`src/rtl/spi_agc_sequencer.sv`:
```
// spi_agc_sequencer
// Round-robin sequencer that lets NUM_CH AGC gain loops share one SPI byte
// engine. It frames {r1w0, addr} + data, drives chip select with setup,
// hold and inter-transaction gap, bounds each engine wait with a timeout and
// returns read data / error status to the requesting channel.
//
// Optional feature: define AGC_READBACK_EN to follow every successful write
// with an internal verify read of the same address. The channel is acked
// only after the verify read, and rsp_err flags a readback mismatch.
module spi_agc_sequencer #(
   parameter int NUM_CH         = 2,
   parameter int GAP_CYCLES     = 4,
   parameter int TIMEOUT_CYCLES = 255,
   localparam int CH_W          = (NUM_CH > 2) ? $clog2(NUM_CH) : 1
) (
   input  logic                spi_clk,
   input  logic                reg_reset,
   input  logic [NUM_CH-1:0]   req,
   input  logic [NUM_CH-1:0]   req_r1w0,
   input  logic [NUM_CH*7-1:0] req_addr,
   input  logic [NUM_CH*8-1:0] req_wdata,
   output logic [NUM_CH-1:0]   grant,
   output logic [NUM_CH-1:0]   ack,
   output logic [CH_W-1:0]     channel,
   output logic [7:0]          rsp_data,
   output logic                rsp_err,
   output logic                busy,
   output logic                spi_cs,
   output logic                eng_start,
   output logic [7:0]          eng_cmd,
   output logic [7:0]          eng_wdata,
   output logic                eng_r1w0,
   input  logic                eng_done,
   input  logic [7:0]          eng_rdata
);

   localparam logic [15:0] TO_LAST  = 16'(TIMEOUT_CYCLES - 1);
   localparam logic [15:0] GAP_LAST = 16'(GAP_CYCLES - 1);

   typedef enum logic [2:0] {
      S_IDLE, S_ARB, S_CS_SETUP, S_START, S_WAIT, S_CS_HOLD, S_GAP
   } state_t;

   state_t          state;
   state_t          next_state;
   logic [CH_W-1:0] ptr;
   logic [15:0]     timer;
   logic            verify_phase;
   logic            verify_pend;
   logic            verify_needed;
   logic [7:0]      res_data;
   logic            res_err;

   logic            win_vld;
   logic [CH_W-1:0] win_idx;
   logic [7:0]      win_cmd;
   logic [7:0]      win_wdata;

   assign eng_r1w0 = eng_cmd[7];

   // A write that completed without error needs a verify read before the ack
`ifdef AGC_READBACK_EN
   assign verify_needed = !verify_phase && !eng_cmd[7] && !res_err;
`else
   assign verify_needed = 1'b0;
`endif

   // Round-robin pick: first requesting channel at or after the pointer
   always_comb begin
      int idx;
      idx       = 0;
      win_vld   = 1'b0;
      win_idx   = '0;
      win_cmd   = '0;
      win_wdata = '0;
      for (int k = 0; k < NUM_CH; k++) begin
         idx = int'(ptr) + k;
         if (idx >= NUM_CH) idx = idx - NUM_CH;
         if (!win_vld && req[idx]) begin
            win_vld   = 1'b1;
            win_idx   = CH_W'(idx);
            win_cmd   = {req_r1w0[idx], req_addr[idx*7 +: 7]};
            win_wdata = req_wdata[idx*8 +: 8];
         end
      end
   end

   // Next-state decode for the transaction sequence
   always_comb begin
      next_state = state;
      case (state)
         S_IDLE:     if (|req) next_state = S_ARB;
         S_ARB:      next_state = win_vld ? S_CS_SETUP : S_IDLE;
         S_CS_SETUP: next_state = S_START;
         S_START:    next_state = S_WAIT;
         S_WAIT:     if (eng_done || (timer == TO_LAST)) next_state = S_CS_HOLD;
         S_CS_HOLD:  next_state = S_GAP;
         S_GAP:      if (timer == GAP_LAST) next_state = verify_pend ? S_CS_SETUP : S_IDLE;
         default:    next_state = S_IDLE;
      endcase
   end

   // State register
   always_ff @(posedge spi_clk or negedge reg_reset) begin
      if (!reg_reset) state <= S_IDLE;
      else            state <= next_state;
   end

   // Registered outputs, latched command fields, timer and response capture
   always_ff @(posedge spi_clk or negedge reg_reset) begin
      if (!reg_reset) begin
         grant        <= '0;
         ack          <= '0;
         channel      <= '0;
         rsp_data     <= '0;
         rsp_err      <= 1'b0;
         busy         <= 1'b0;
         spi_cs       <= 1'b1;
         eng_start    <= 1'b0;
         eng_cmd      <= '0;
         eng_wdata    <= '0;
         ptr          <= '0;
         timer        <= '0;
         verify_phase <= 1'b0;
         verify_pend  <= 1'b0;
         res_data     <= '0;
         res_err      <= 1'b0;
      end else begin
         grant     <= '0;
         ack       <= '0;
         eng_start <= (next_state == S_START);
         spi_cs    <= !(next_state inside {S_CS_SETUP, S_START, S_WAIT, S_CS_HOLD});
         busy      <= (next_state != S_IDLE);
         timer     <= (next_state != state) ? 16'd0 : timer + 16'd1;
         case (state)
            S_ARB: begin
               if (win_vld) begin
                  grant        <= NUM_CH'(1) << win_idx;
                  channel      <= win_idx;
                  eng_cmd      <= win_cmd;
                  eng_wdata    <= win_wdata;
                  ptr          <= (win_idx == CH_W'(NUM_CH - 1)) ? '0 : win_idx + 1'b1;
                  verify_phase <= 1'b0;
                  verify_pend  <= 1'b0;
               end
            end
            S_WAIT: begin
               if (eng_done) begin
                  res_data <= eng_cmd[7] ? eng_rdata : 8'h00;
                  res_err  <= verify_phase && (eng_rdata != eng_wdata);
               end else if (timer == TO_LAST) begin
                  res_data <= 8'h00;
                  res_err  <= 1'b1;
               end
            end
            S_CS_HOLD: begin
               if (verify_needed) begin
                  verify_pend <= 1'b1;
               end else begin
                  ack      <= NUM_CH'(1) << channel;
                  rsp_data <= res_data;
                  rsp_err  <= res_err;
               end
            end
            S_GAP: begin
               if (verify_pend && (timer == GAP_LAST)) begin
                  verify_pend  <= 1'b0;
                  verify_phase <= 1'b1;
                  eng_cmd[7]   <= 1'b1;
               end
            end
            default: ;
         endcase
      end
   end

endmodule

```
`config.mk`:
```
export PLATFORM = sky130hd
export DESIGN_NAME = spi_agc_sequencer
export DESIGN_NICKNAME = d
export VERILOG_FILES = /design/src/rtl/spi_agc_sequencer.sv
export SDC_FILE = /design/constraint.sdc
export NUM_CORES = 1
export LEC_CHECK = 0
export CAP_MARGIN = 10
export CORE_UTILIZATION = 52
export DETAILED_ROUTE_END_ITERATION = 7
export GPL_TIMING_DRIVEN = 0
export PLACE_DENSITY = 0.94
export SYNTH_ARGS = -nofsm -noshare
export SYNTH_HDL_FRONTEND = slang
export SYNTH_SLANG_ARGS = --single-unit
```
`constraint.sdc`:
```
create_clock -name spi_clk -period 4.8 [get_ports spi_clk]
set_input_delay 0.96 -clock spi_clk [delete_from_list [all_inputs] [get_ports spi_clk]]
set_output_delay 0.96 -clock spi_clk [all_outputs]
set_load 0.02 [all_outputs]
```
Yosys cells after proc, flatten, opt, wreduce, memory -nomap -nowiden
Cells that the tools add are included.
- RAM bits: 0
- output and inout port bits: 34
- register bits: 64
- bits in latches: 0
- memories: 0
- bits of input ports: 45
- ROM bits: 0
- word-level logic and storage cells: 111
- bitwise logic cells: 0
- $lt $le $gt $ge: 4
- mux-type cells: 45
- eq/ne operators: 16
- $mul: 2
- shift-type cells: 6
- reduce and logical (&&, ||, !) cells: 15
- div/mod/pow operators: 0
- add/subtract/negate cells: 5
- operators by type and width (cell ; number):
    less-than comparator 32 x 3 -> 1 bit, second input constant ; 2
    multiplier 32 x 4 -> 32 bit, second input constant ; 2
    two-way mux 32 bit ; 2
    two-way mux 8 bit ; 8
    variable part select 14 x 32 -> 7 bit ; 2
    variable part select 16 x 32 -> 8 bit ; 2
    two-way mux 1 bit ; 22
    one-hot mux 3 bit (7 select lines) ; 1
    adder 16 x 1 -> 16 bit, second input constant ; 1
    == test 16 x 2 -> 1 bit, second input constant ; 1
    == test 16 x 8 -> 1 bit, second input constant ; 1
    two-way mux 16 bit ; 1
    == test 3 bit, second input constant ; 5
    == test 3 x 2 -> 1 bit, second input constant ; 4
    two-way mux 2 bit ; 5
    two-way mux 3 bit ; 3
    != test 8 bit ; 1
    one-hot mux 1 bit (2 select lines) ; 3
    != test 2 bit, second input constant ; 2
    AND reduction 2 bit ; 2
    nonzero test 2 bit ; 2
    nonzero test 4 bit ; 1
    << shifter 1 x 1 -> 2 bit, first input constant ; 2
    == test 3 x 1 -> 1 bit, second input constant ; 1
    14 further kinds ; 17

Longest topological paths before layout
Gate-level depths: netlist (run 1).
- word-level depth: 14
- depth in mapped cells: 7
- depth with buffers taken out: 6

Worst setup path after synthesis (run 1)
No wires, ideal clock.
- path kind: in2reg
- from: input port req[0]
- to: register eng_cmd[7]
- stages: 5
- path buffers: 1
- path slack: 2799 ps
- arrival time: 1928 ps
- setup time: 73 ps
- data required time: 4727 ps
- path through: o21ai_0 > nor3_1 > buf_2 > nor2_1 > nor2_1
- longest elaborated chain between the ends: 9
- elaborated cells between the ends (all ways): 16
- classes of those cells: eq/ne: 1; mux: 12; reduce/logical: 3
- ends and longest elaborated chain (what ; line ; RTL):
    from (decl) ; 18 ; input logic [NUM_CH-1:0] req,
    two-way mux 1 bit (not written as such) (3 in a row) ; 79 ; if (!win_vld && req[idx]) begin
    two-way mux 1 bit ; 79 ;
    zero test 1 bit ; 79 ;
    logical AND 1 bit ; 79 ;
    two-way mux 8 bit / two-way mux 1 bit (equally long branches) ; 79 ;
    two-way mux 8 bit / != test 2 bit (equally long branches) ; -- ;
    one-hot mux 1 bit (2 select lines) / AND reduction 3 bit (equally long branches) ; -- ;
    to (signal assigned) ; 140 ; eng_cmd <= win_cmd;
    to (decl) ; 30 ; output logic [7:0] eng_cmd,
Parallel ways exist; a longest one is shown, timed or not. The select of a mux whose other input is x is not followed.
A chain may end at the register's enable or synchronous reset.

Worst setup path after layout (run 1)
- from: input port req[0]
- to: register eng_wdata[0]
- longest elaborated chain between the ends: 8
- elaborated cells between the ends (all ways): 13
- classes of those cells: mux: 10; reduce/logical: 3
- ends and longest elaborated chain (what ; line ; RTL):
    two-way mux 1 bit (not written as such) (3 in a row) ; 79 ;
    two-way mux 1 bit ; 79 ;
    zero test 1 bit ; 79 ;
    logical AND 1 bit ; 79 ;
    two-way mux 1 bit ; 79 ;
    AND reduction 2 bit (no source line) ; -- ;
    to (signal assigned) ; 141 ; eng_wdata <= win_wdata;
    to (decl) ; 31 ; output logic [7:0] eng_wdata,
Parallel ways exist; a longest one is shown, timed or not. The select of a mux whose other input is x is not followed.

==> results.tsv, run 1 <==
metric	value	unit
switching portion of total power	36.5	%
Worst Path Buf+Inv	2	
ant diodes	0	
Critical Path Most Common Cell	nor2_1	
CTS Sinks	63	
Clk pwr share	21.7	%
P_sw	831	uW
Post-Syn Area per Cell	10.2	um2
IR drop worst, VDD	0.340	mV
vias in the first global route	2535	
final critical-path share of the clock period	55.5	%
die width	76.3	um
Final nets	417	
Reg clk slew, reported paths	70	ps
Syn Std Cell Area	2870	um2
critical path peak fanout	10	
Final Hold Viols	0	
Placed Instances	429	
Total Wirelength	6870	um
die height	76.3	um
max incr delay on CP	680	ps
drt wl/cell	15.5	um
Die Footprint	5820	um2
number of core rows	26	
total grt overflow	0	
Max Cap Viol	0	
number of unique standard cell types used by synthesis	39	
delay-heaviest family, CP	buffers and inverters	
DRC	0	
Yosys reg bits	63	
Mapped Cells	281	
count leader, synth	dfrtp_1	
Slew headroom	44.0	%
Synth area leaders	dfrtp_1 (54%), nor2_1 (6.7%), a221oi_1 (4.9%)	
Finished Layout Cells	444	
Worst Hold Class	flop to flop	
DP HPWL	5180	um
Setup-failing EPs final	0	
H-tree Lvls	3	
minimum clock period	2660	ps
Pwr Density	576	nW/um2
skew final	8.26	ps
Yosys warning total	0	
share of cells above drive strength 1	8.02	%
Hold-fix buffers, CTS	0	
Area Overhead vs Synth	37.8	%
RSZ-0062 raised after global routing	false	
Port Buf Inserts	77	
Mapped Nets	328	
measured slew at the worst slew-check pin	834	ps
Static Leak	1.65	nW
Synth top area share	54.1	%
initial antenna violation count	0	
maximum clock insertion buffer count	2	
Post-synth top flop	dfrtp_1	
fraction of registers with async set/reset	100	%
clk_lat worst skew	330	ps
Flop pwr share	36.3	%
Starting Density	55.1	%
pin count of the biggest net entering global routing	33	
worst hold slack	478	ps
CP endpoint kind	flop	
Cell Chain, Critical Path	clkdlybuf4s50_1, o21ai_0, nor3_1, buf_2, nor2_1, nor2_1	
setup TNS	0	ps
Post-synth EDFFs	0	
post-route ant nets	0	
Num CTS Buffers	9	
DRT Pass-1 Iters	4	
Core Box Area	5200	um2
post_cts resized	0	
largest area contributor in the netlist	dfrtp_1	
Worst setup SP type	input pin	
Setup CP Type	input pin to flop	
CP Data Required Time	5060	ps
internal power	1.44	mW
via count	2478	
post-synthesis sequential area ratio	55.0	%
Synth top cells by count	dfrtp_1 (62), nor2_1 (51), o21ai_0 (20)	
Pins Over Slew Limit	0	
outcome	finished, final reports clean	
CP arrival	2920	ps
initial DRC count	111	
Avg Vias per Cell	5.58	
first-pass GRT wire length	11800	um
slowest stage cell, crit path	nor3_1	
CTS root buf	clkbuf_8	
# IOs	79	
GRT Overall Usage	26.3	%
f_max	0.376	GHz
TritonCTS clock tree	built	
Post-CTS Setup Bufs	0	
Gate power share	42.1	%
RePlAce Congestion	0.820	
stage by stage:
step / cell area, um2 / total power, mW / util (%) / setup WS (ps)
floorplan: 2870 / 1.36 / - / 2800
global placement: 3730 / 1.74 / 71.6 / 863
detailed placement: 3740 / 1.79 / 71.9 / 1830
CTS: 3950 / 2.29 / 75.9 / 2120
global route: 3950 / 2.42 / 75.9 / 1980
finish: 3950 / 2.27 / 75.9 / 2140
final timing paths:
kind	startpoint	depth (start not counted)	to	slack, ps
min reg2reg	rsp_data[3]	2	rsp_data[3]	480
max reg2reg	timer[12]	4	res_data[4]	2830
min	rsp_data[3]	2	rsp_data[3]	480
max	req[0]	6	eng_wdata[0]	2140
max in group asynchronous	reg_reset	2	eng_wdata[5]	3500
min in group asynchronous	reg_reset	1	busy	690
layout by cell type (no fill, tap or decap), types with 2 or more instances in the layout:
master           instances
o31ai_1                  2
xor2_1                   9
clkdlybuf4s50_1         76
a221oi_1                16
ha_1                     2
o21ai_0                 20
buf_2                    3
buf_6                    2
mux2_2                   2
clkbuf_8                10
and4_1                   3
dfrtp_1                 62
nor3b_1                  2
nand2_1                 13
a21boi_1                 2
nand4_1                 15
bufinv_16                2
and2_1                   4
nor3_1                   3
inv_1                   15
a21oi_1                  6
nor2_1                  51
nor4_1                   4
xnor2_1                 10
clkinv_2                 2
clkbuf_1                12
and3_1                   2
nand3_1                  8
kinds of logic after synthesis:
kind of cell / share of synthesized area [%]
AND/OR/NAND/NOR: 19.1
flip-flops: 55.0
AO/OA/AOI/OAI: 13.7
buffers and inverters: 4.80
XOR/XNOR: 5.80
multiplexers: 0.785
adder cells (fa/ha/maj): 0.872
layout make-up:
| class | count | area (um2) |
|---|---|---|
| clock buffer | 11 | 141 |
| multi-input combinational | 187 | 1150 |
| fill | 338 | 1250 |
| timing repair buffer | 78 | 786 |
| inverter | 15 | 56.3 |
| buffer | 16 | 81.3 |
| clock inverter | 4 | 70.1 |
| sequential | 63 | 1580 |
| tap | 70 | 87.6 |
worst register-to-register path, cell delays in order, from the launching register on:
cell,delay [ps]
dfrtp_1,430
nor4_1,500
a41oi_2,300
nor2_1,430
o21ai_0,170
layer usage:
metal / vias to the layer above / track usage [%] / wire length [um]
li1: 1166 / - / -
met1: 1209 / 31.7 / 2860
met2: 86 / 43.6 / 3550
met3: 17 / 5.63 / 250
met4: 0 / 15.0 / 203
met5: - / 0 / 0
sequential cells by signal, indices dropped and copies added, names as in the netlist:
signal	flops
res_data	8
rsp_data	8
channel	1
busy	1
state	3
verify_phase	1
spi_cs	1
rsp_err	1
res_err	1
ptr	1
timer	16
eng_wdata	8
grant	2
ack	2
eng_cmd	8
eng_start	1
power by group through the flow:
stage / Combinational, mW / Clock, mW / Sequential [mW]
global placement: 0.922 / 0 / 0.816
floorplan: 0.399 / 0 / 0.960
global route: 1.04 / 0.529 / 0.846
CTS: 0.964 / 0.499 / 0.824
finish: 0.957 / 0.493 / 0.825
detailed placement: 0.959 / 0 / 0.833
No activity file was read; power rests on OpenSTA's default activity.
==> run 2, diff against run 1 <==
Settings changed: CORE_UTILIZATION 52 to 48, PLACE_DENSITY 0.94 to 0.88.
Clock period 4.8 ns to 2.53 ns, I/O delays scaled along.
==> results.tsv, run 2 (synthesized netlist as in run 1, its figures left out) <==
metric	value	unit
outcome	finished, final reports clean	
CP endpoint kind	flop	
switching portion of total power	36.5	%
CTS Sinks	63	
initial antenna violation count	0	
die width	79.3	um
critical path peak fanout	10	
GRT Overall Usage	23.8	%
setup TNS	0	ps
maximum clock insertion buffer count	2	
Worst setup SP type	input pin	
total grt overflow	0	
measured slew at the worst slew-check pin	786	ps
Hold-fix buffers, CTS	0	
fillers	409	
RePlAce Congestion	0.796	
Finished Layout Cells	446	
Flop pwr share	36.1	%
first-pass GRT wire length	11300	um
Final nets	417	
Biggest register	timer	
final critical-path share of the clock period	85.0	%
vias in the first global route	2409	
DRC	0	
Max Cap Viol	0	
clk_lat worst skew	330	ps
number of flip-flops in the largest register	16	
number of core rows	27	
CP arrival	2410	ps
Avg Vias per Cell	5.54	
Area Overhead vs Synth	37.9	%
post-route ant nets	0	
DP HPWL	4960	um
die height	79.3	um
Clk pwr share	21.8	%
Pins Over Slew Limit	0	
minimum clock period	2150	ps
CTS root buf	clkbuf_8	
DRT Pass-1 Iters	4	
Total Wirelength	6810	um
TritonCTS clock tree	built	
Static Leak	1.65	nW
Gate power share	42.1	%
Starting Density	50.8	%
via count	2473	
Port Buf Inserts	77	
drt wl/cell	15.3	um
FF-to-FF setup slack	520	ps
Reg2Reg Depth	5	
Placed Instances	431	
internal power	2.74	mW
# IOs	79	
commonest cells after routing, fill and taps aside	clkdlybuf4s50_1 (76), dfrtp_1 (62), nor2_1 (51)	
Pwr Density	1090	nW/um2
IR drop worst, VDD	0.577	mV
ant diodes	0	
Num CTS Buffers	9	
Die Footprint	6290	um2
Core Box Area	5640	um2
post_cts resized	0	
Setup CP Type	input pin to flop	
RSZ-0062 raised after global routing	false	
Worst Hold Class	input pin to async pin	
worst r2r src	timer[10]	
f_max	0.465	GHz
P_sw	1.57	mW
Final Hold Viols	0	
CP Data Required Time	2790	ps
RR Endpoint	timer[10]	
pin count of the biggest net entering global routing	33	
skew final	6.27	ps
Setup-failing EPs final	0	
share of cells above drive strength 1	8.02	%
most common cell after layout, fill and taps aside	clkdlybuf4s50_1	
Reg clk slew, reported paths	70	ps
Slew headroom	47.2	%
Post-CTS Setup Bufs	0	
initial DRC count	128	
H-tree Lvls	3	
## run 2: cell counts in the layout (fill, tap and decap cells not counted)
Identical to the previous run, type by type.
## run 2: layer usage
layer	vias to the layer above	GRT usage [%]	part of all wire [%]
li1	1170	-	-
met1	1190	29.4	41
met2	89	38.9	50
met3	24	5.29	5.1
met4	0	12.4	3.3
met5	-	0	0
## run 2: power groups by stage
| stage | clock network (mW) | registers, mW | logic [mW] |
|---|---|---|---|
| 2_1_floorplan | 0 | 1.82 | 0.757 |
| 6_report | 0.941 | 1.56 | 1.81 |
| 3_5_place_dp | 0 | 1.58 | 1.81 |
| 3_3_place_gp | 0 | 1.55 | 1.76 |
| 4_1_cts | 0.946 | 1.56 | 1.83 |
| 5_1_grt | 0.997 | 1.60 | 1.98 |
## run 2: critical path: stages
cell and delay [ps]:
clkdlybuf4s50_1 560, o21ai_0 180, nor3_1 640, buf_2 350, nor2_1 70, nor2_1 110
## run 2: per-stage QoR
stage	util (%)	setup WS [ps]	hold slack [ps]	cell area [um2]	power, mW
2_1_floorplan	-	883	210	2870	2.58
3_3_place_gp	66.1	-938	461	3730	3.31
3_5_place_dp	66.4	54.1	470	3740	3.39
4_1_cts	70.1	398	251	3960	4.33
5_1_grt	70.1	165	297	3960	4.57
6_report	70.1	381	227	3960	4.31
## run 2: how the worst max path moves through the flow
stage / from / end / slack, ps / cells past startpoint
finish: req[0] / eng_wdata[7] / 380 / 6
global route: req[0] / eng_cmd[7] / 170 / 6
CTS: req[0] / eng_wdata[7] / 400 / 6
detailed placement: req[0] / eng_wdata[7] / 50 / 6
global placement: reg_reset / eng_cmd[7] / -940 / 1
floorplan: timer[10] / timer[10] / 880 / 5
## run 2: layout make-up
class                   instances  area (um2)  share of cell area [%]
clock buffers                  11         141                    3.57
well taps                      72        90.1                    2.28
multi-input cells             187        1150                    29.1
flip-flops and latches         63        1580                    39.9
plain buffers                  16        81.3                    2.06
clock inverters                 4        70.1                    1.77
inverters                      15        56.3                    1.42
repair buffers                 78         786                    19.9
